**config.mk**
```make
export PLATFORM = sky130hd
export DESIGN_NAME = imem_loader
export DESIGN_NICKNAME = d
export VERILOG_FILES = /design/src/rtl/loader_pkg.sv /design/src/rtl/word_assembler.sv /design/src/rtl/imem_loader.sv
export SDC_FILE = /design/constraint.sdc
export NUM_CORES = 1
export LEC_CHECK = 0
export ABC_AREA = 1
export CAP_MARGIN = 5
export CORE_MARGIN = 1
export CORE_UTILIZATION = 32
export DETAILED_ROUTE_END_ITERATION = 12
export PLACE_DENSITY = 0.59
export SYNTH_ARGS = -nofsm -noshare
export SYNTH_HDL_FRONTEND = slang
export SYNTH_SLANG_ARGS = --single-unit
```
**constraint.sdc**
```tcl
create_clock -name clk -period 2.5 [get_ports clk]
set_input_delay 0.625 -clock clk [delete_from_list [all_inputs] [get_ports clk]]
set_output_delay 0.625 -clock clk [all_outputs]
set_load 0.02 [all_outputs]
```
**src/rtl/loader_pkg.sv**
```systemverilog
// Shared types and constants for the instruction-memory program loader.
// Stream framing: length bytes, little-endian words, and a mod-256 checksum.
package loader_pkg;

    typedef enum logic [2:0] {
        S_LEN_LO,
        S_LEN_HI,
        S_DATA,
        S_CSUM,
        S_DONE,
        S_ERR
    } state_t;

    localparam int LEN_BYTES      = 2;
    localparam int BYTES_PER_WORD = 4;
    localparam int IDX_W          = $clog2(BYTES_PER_WORD);
    localparam int CSUM_W         = 8;

endpackage

```
**src/rtl/word_assembler.sv**
```systemverilog
// Packs a little-endian byte stream into 32-bit words and pulses word_valid
// for one cycle after the last byte of each word has been accepted.
module word_assembler
    import loader_pkg::*;
(
    input  logic             clk,
    input  logic             reset,
    input  logic             clear,
    input  logic             byte_valid,
    input  logic [7:0]       byte_data,
    output logic [IDX_W-1:0] byte_idx,
    output logic             word_valid,
    output logic [31:0]      word_data
);

    logic [IDX_W-1:0] idx_reg;
    logic [31:0]      word_reg;
    logic [31:0]      word_next;
    logic             valid_reg;

    // Shift right by one lane; the newest byte lands in the top lane so the
    // first byte of the word ends up least significant.
    generate
        for (genvar gi = 0; gi < BYTES_PER_WORD; gi++) begin : g_lane
            if (gi == BYTES_PER_WORD - 1) begin : g_top
                assign word_next[8*gi +: 8] = byte_data;
            end else begin : g_shift
                assign word_next[8*gi +: 8] = word_reg[8*(gi+1) +: 8];
            end
        end
    endgenerate

    always_ff @(posedge clk) begin
        if (reset || clear) begin
            idx_reg   <= '0;
            word_reg  <= '0;
            valid_reg <= 1'b0;
        end else begin
            valid_reg <= byte_valid && (idx_reg == IDX_W'(BYTES_PER_WORD - 1));
            if (byte_valid) begin
                word_reg <= word_next;
                idx_reg  <= idx_reg + 1'b1;
            end
        end
    end

    assign byte_idx   = idx_reg;
    assign word_valid = valid_reg;
    assign word_data  = word_reg;

endmodule

```
**src/rtl/imem_loader.sv**
```systemverilog
// Writes instruction memory from a length-prefixed, checksummed byte stream and
// keeps the core in reset until a complete, verified image has been stored.
module imem_loader
    import loader_pkg::*;
#(
    parameter int ADDR_W = 10
) (
    input  logic              clk,
    input  logic              reset,
    input  logic              start,
    input  logic              in_valid,
    input  logic [7:0]        in_data,
    output logic              in_ready,
    output logic              mem_we,
    output logic [ADDR_W-1:0] mem_addr,
    output logic [31:0]       mem_wdata,
    output logic              cpu_reset,
    output logic              done,
    output logic              error,
    output logic [15:0]       word_count
);

    localparam logic [16:0] DEPTH = 17'(1) << ADDR_W;

    state_t              state_reg;
    state_t              state_next;
    logic [7:0]          len_lo_reg;
    logic [15:0]         len_reg;
    logic [ADDR_W-1:0]   addr_reg;
    logic [ADDR_W-1:0]   mem_addr_reg;
    logic [15:0]         word_count_reg;
    logic [CSUM_W-1:0]   sum_reg;
    logic [IDX_W-1:0]    byte_idx;
    logic [15:0]         len_full;
    logic                accept;
    logic                restart;
    logic                data_accept;
    logic                word_last_byte;

    assign in_ready       = (state_reg != S_DONE) && (state_reg != S_ERR);
    assign accept         = in_valid && in_ready;
    assign restart        = start && ((state_reg == S_DONE) || (state_reg == S_ERR));
    assign data_accept    = accept && (state_reg == S_DATA);
    assign word_last_byte = data_accept && (byte_idx == IDX_W'(BYTES_PER_WORD - 1));
    assign len_full       = {in_data, len_lo_reg};

    always_ff @(posedge clk) begin
        if (reset) begin
            state_reg <= S_LEN_LO;
        end else begin
            state_reg <= state_next;
        end
    end

    always_comb begin
        state_next = state_reg;
        case (state_reg)
            S_LEN_LO: if (accept) state_next = S_LEN_HI;
            S_LEN_HI: begin
                if (accept) begin
                    if ({1'b0, len_full} > DEPTH) begin
                        state_next = S_ERR;
                    end else if (len_full == 16'd0) begin
                        state_next = S_CSUM;
                    end else begin
                        state_next = S_DATA;
                    end
                end
            end
            S_DATA: begin
                if (word_last_byte && (word_count_reg + 16'd1 == len_reg)) begin
                    state_next = S_CSUM;
                end
            end
            S_CSUM: begin
                if (accept) begin
                    state_next = (in_data == sum_reg) ? S_DONE : S_ERR;
                end
            end
            S_DONE, S_ERR: if (start) state_next = S_LEN_LO;
            default: state_next = S_LEN_LO;
        endcase
    end

    // The write address is latched with the last byte so it lines up with the
    // registered word_valid pulse from the assembler.
    always_ff @(posedge clk) begin
        if (reset || restart) begin
            len_lo_reg     <= '0;
            len_reg        <= '0;
            addr_reg       <= '0;
            mem_addr_reg   <= '0;
            word_count_reg <= '0;
            sum_reg        <= '0;
        end else begin
            if (accept && (state_reg == S_LEN_LO)) begin
                len_lo_reg <= in_data;
            end
            if (accept && (state_reg == S_LEN_HI)) begin
                len_reg <= len_full;
            end
            if (data_accept) begin
                sum_reg <= sum_reg + in_data;
            end
            if (word_last_byte) begin
                mem_addr_reg   <= addr_reg;
                addr_reg       <= addr_reg + 1'b1;
                word_count_reg <= word_count_reg + 16'd1;
            end
        end
    end

    word_assembler u_word_assembler (
        .clk        (clk),
        .reset      (reset),
        .clear      (restart),
        .byte_valid (data_accept),
        .byte_data  (in_data),
        .byte_idx   (byte_idx),
        .word_valid (mem_we),
        .word_data  (mem_wdata)
    );

    assign mem_addr   = mem_addr_reg;
    assign word_count = word_count_reg;
    assign cpu_reset  = (state_reg != S_DONE);
    assign done       = (state_reg == S_DONE);
    assign error      = (state_reg == S_ERR);

endmodule

```
==> reports/summary.txt <==
result of the run: finished, final reports clean
Post-Route WL: 12400 um
endpoint required time on the critical path: 1.88 ns
detailed route wirelength on metal3: 750 um
TritonCTS clock tree: done
Detail Placement HPWL: 8770 um
largest incremental delay on the critical path: 0.61 ns
clock slew at the register clock pins of the worst setup and hold paths: 0.08 ns
depth of the CTS H-tree: 3
maximum clock skew at final layout: 0.0101 ns
area growth from synthesis to layout: 27.9%
Die X: 127 um
total number of clock tree sinks: 106
slowest cell on the critical path: clkdlybuf4s50_1
worst slew pin tran: 0.468 ns
relative slew slack: 0.688
share of flip-flops with an asynchronous set or reset: 0
number of distinct library cells after synthesis: 34
leakage power summed over all cells: 0.00244 uW
Hold Crit Start: addr_reg[9]$_SDFFE_PP0P_
sequential element share of the synthesized area: 0.427
fraction of layout instances using a drive strength above 1: 0.0764
I/O pin count: 75
maximum capacitance violations: 0
area occupied by multi-input gates: 0.00247 sq mm
pin count of the biggest net entering global routing: 84
Antenna Nets Post-Route: 0
number of buffers inserted by post-CTS setup repair: 0
area of the die: 0.0160 sq mm
Metal-1 WL: 6090 um
Hold Violations, Final: 0
maximum count of clock buffers along a single path: 2
global-route wire length before repair: 21100 um
placement row count: 45
Resized cells post-CTS: 0
metal2 WL: 5370 um
critical path arrival: 1.64 ns
max-slew violation count: 0
maximum fanout encountered on the critical timing path: 5
via/cell ratio: 4.68
Final Worst Setup Slack: 0.231 ns
net count after synthesis: 745
weighted congestion reported at the end of routability-driven placement: 0.802
maximum frequency from static timing analysis: 0.441 GHz
Wirelength per Cell: 12.4 um
final worst path period need: 2.27 ns
count of mapped cells out of synthesis: 722
ordered cell list for the critical path: nand2_1, nor2_1, clkdlybuf4s50_1
GR Util All Layers: 0.165
crit path capture type: output port
non-filler cells in the finished layout: 1000
TritonCTS Buffers: 9
die span in y: 127 um
number of enable flip-flop cells after synthesis: 0
storage element area: 0.00212 sq mm
final setup vio count: 0
number of global-route vias before repair: 4451
power density over the cells: 612 mW/mm^2
fill cell instance count of the final layout: 1595
via count: 4680
Port Buf Inserts: 74
Yosys reg bits: 106
standard cell core area: 0.0151 sq mm
total of hold buffers inserted after clock tree synthesis: 0
pre-CTS setup slack: -0.0991 ns
type of the worst setup path: reg -> out
post-placement cell count: 984
number of design-rule violations left by the first detailed-router iteration: 269
utilization of the core after routing: 0.419
global-route congestion overflow total: 0
TritonRoute pass-1 iters: 4
number of DRC violations after detailed routing: 0
Initial Util: 0.328
Final #Nets: 830
Post-Synthesis Cell Area: 0.00496 sq mm
total number of yosys warnings: 0
start point of the critical path: state_reg[2]$_SDFFE_PP0P_
worst hold-check path type: reg -> reg
reg-to-reg startpoint: word_count[0]$_SDFFE_PP0P_
number of flip-flops under the largest register name: 32
RSZ-0062 raised after global routing: false
Critical Path Source Type: register
synthesized area per cell: 6.88 sq um
clk root buf: clkbuf_16
number of antenna violations at the first check in global routing: 0
part of the cycle the worst path needs: 0.908
source-to-sink clock delay at the later pin of the worst-skew pair: 0.36 ns
top layer reached by signal wires: met4
most frequently used flop master after synthesis: dfxtp_1
PnR Total Power: 3890 uW
worst IR drop on VDD: 0.405 mV
number of inserted diodes: 0
## worst paths after layout
path	endpoint	cells after the start	slack [ns]
setup / recovery	error	3	0.23
hold reg to reg	addr_reg[9]$_SDFFE_PP0P_	2	0.46
hold / removal	addr_reg[9]$_SDFFE_PP0P_	2	0.46
setup reg to reg	state_reg[1]$_SDFFE_PP0P_	14	0.40
## through the flow
| step | hold WS, ns | cell area [sq um] | TNS [ns] |
|---|---|---|---|
| after global placement | 0.451 | 6060 | -0.117 |
| after detailed placement | 0.454 | 6060 | -0.171 |
| after CTS | 0.466 | 6350 | 0 |
| after global routing | 0.473 | 6350 | 0 |
| after floorplan | 0.439 | 4960 | 0 |
| final | 0.461 | 6350 | 0 |
## cells in the final DEF (no fill, tap or decap), types with 6 or more instances in the layout
cell type,count
a21oi_1,96
buf_4,26
nand2_1,241
xor2_1,6
ha_1,10
nand3b_1,10
nor2_1,52
dfxtp_1,106
clkdlybuf4s50_1,74
nand3_1,27
nand4_1,8
inv_1,70
o21ai_0,29
clkbuf_16,9
## report_power, final
part,internal [uW],leakage (uW),switching [uW]
Combinational,243,0.00144,389
Sequential,1760,0.000856,66.6
Clock,707,0.000140,721
## layer usage
metal  track usage  vias to the layer above
met5             0                        -
li1              -                     2489
met4        0.0475                        0
met2         0.262                       96
met1         0.212                     2083
met3        0.0544                       12
## cell families after synthesis
group,after synthesis,share of synthesized area
AND/OR/NAND/NOR,362,0.311
AO/OA/AOI/OAI,134,0.138
flip-flops,106,0.427
buffers and inverters,100,0.0776
adder cells (fa/ha/maj),11,0.0292
XOR/XNOR,9,0.0159
## final cells by class
class                   count  share of cell area
inverters                  73              0.0432
clock buffers               9              0.0355
multi-input cells         516               0.389
well taps                 188              0.0370
repair buffers            101               0.151
clock inverters             7              0.0108
flip-flops and latches    106               0.334
## Yosys cell counts (all sizes together), types with 6 or more instances
cell    instances  share of area
nor3            7         0.0091
xor2            6          0.011
ha             10          0.025
nor2           58          0.050
dfxtp         106           0.43
nand2         244           0.19
nand4           8          0.010
nand3          29          0.033
nand3b         10          0.015
o21ai          31          0.031
a21oi          96          0.097
inv            72          0.054
clkbuf         24          0.018
## worst max-delay path, delay by kind of cell, from the launching register on
kind / cells / cell delay (ns)
DFF: 1 / 0.43
and+or+nand+nor: 2 / 0.26
buffers and inverters: 1 / 0.61
Power figures use the tool's default switching activity.
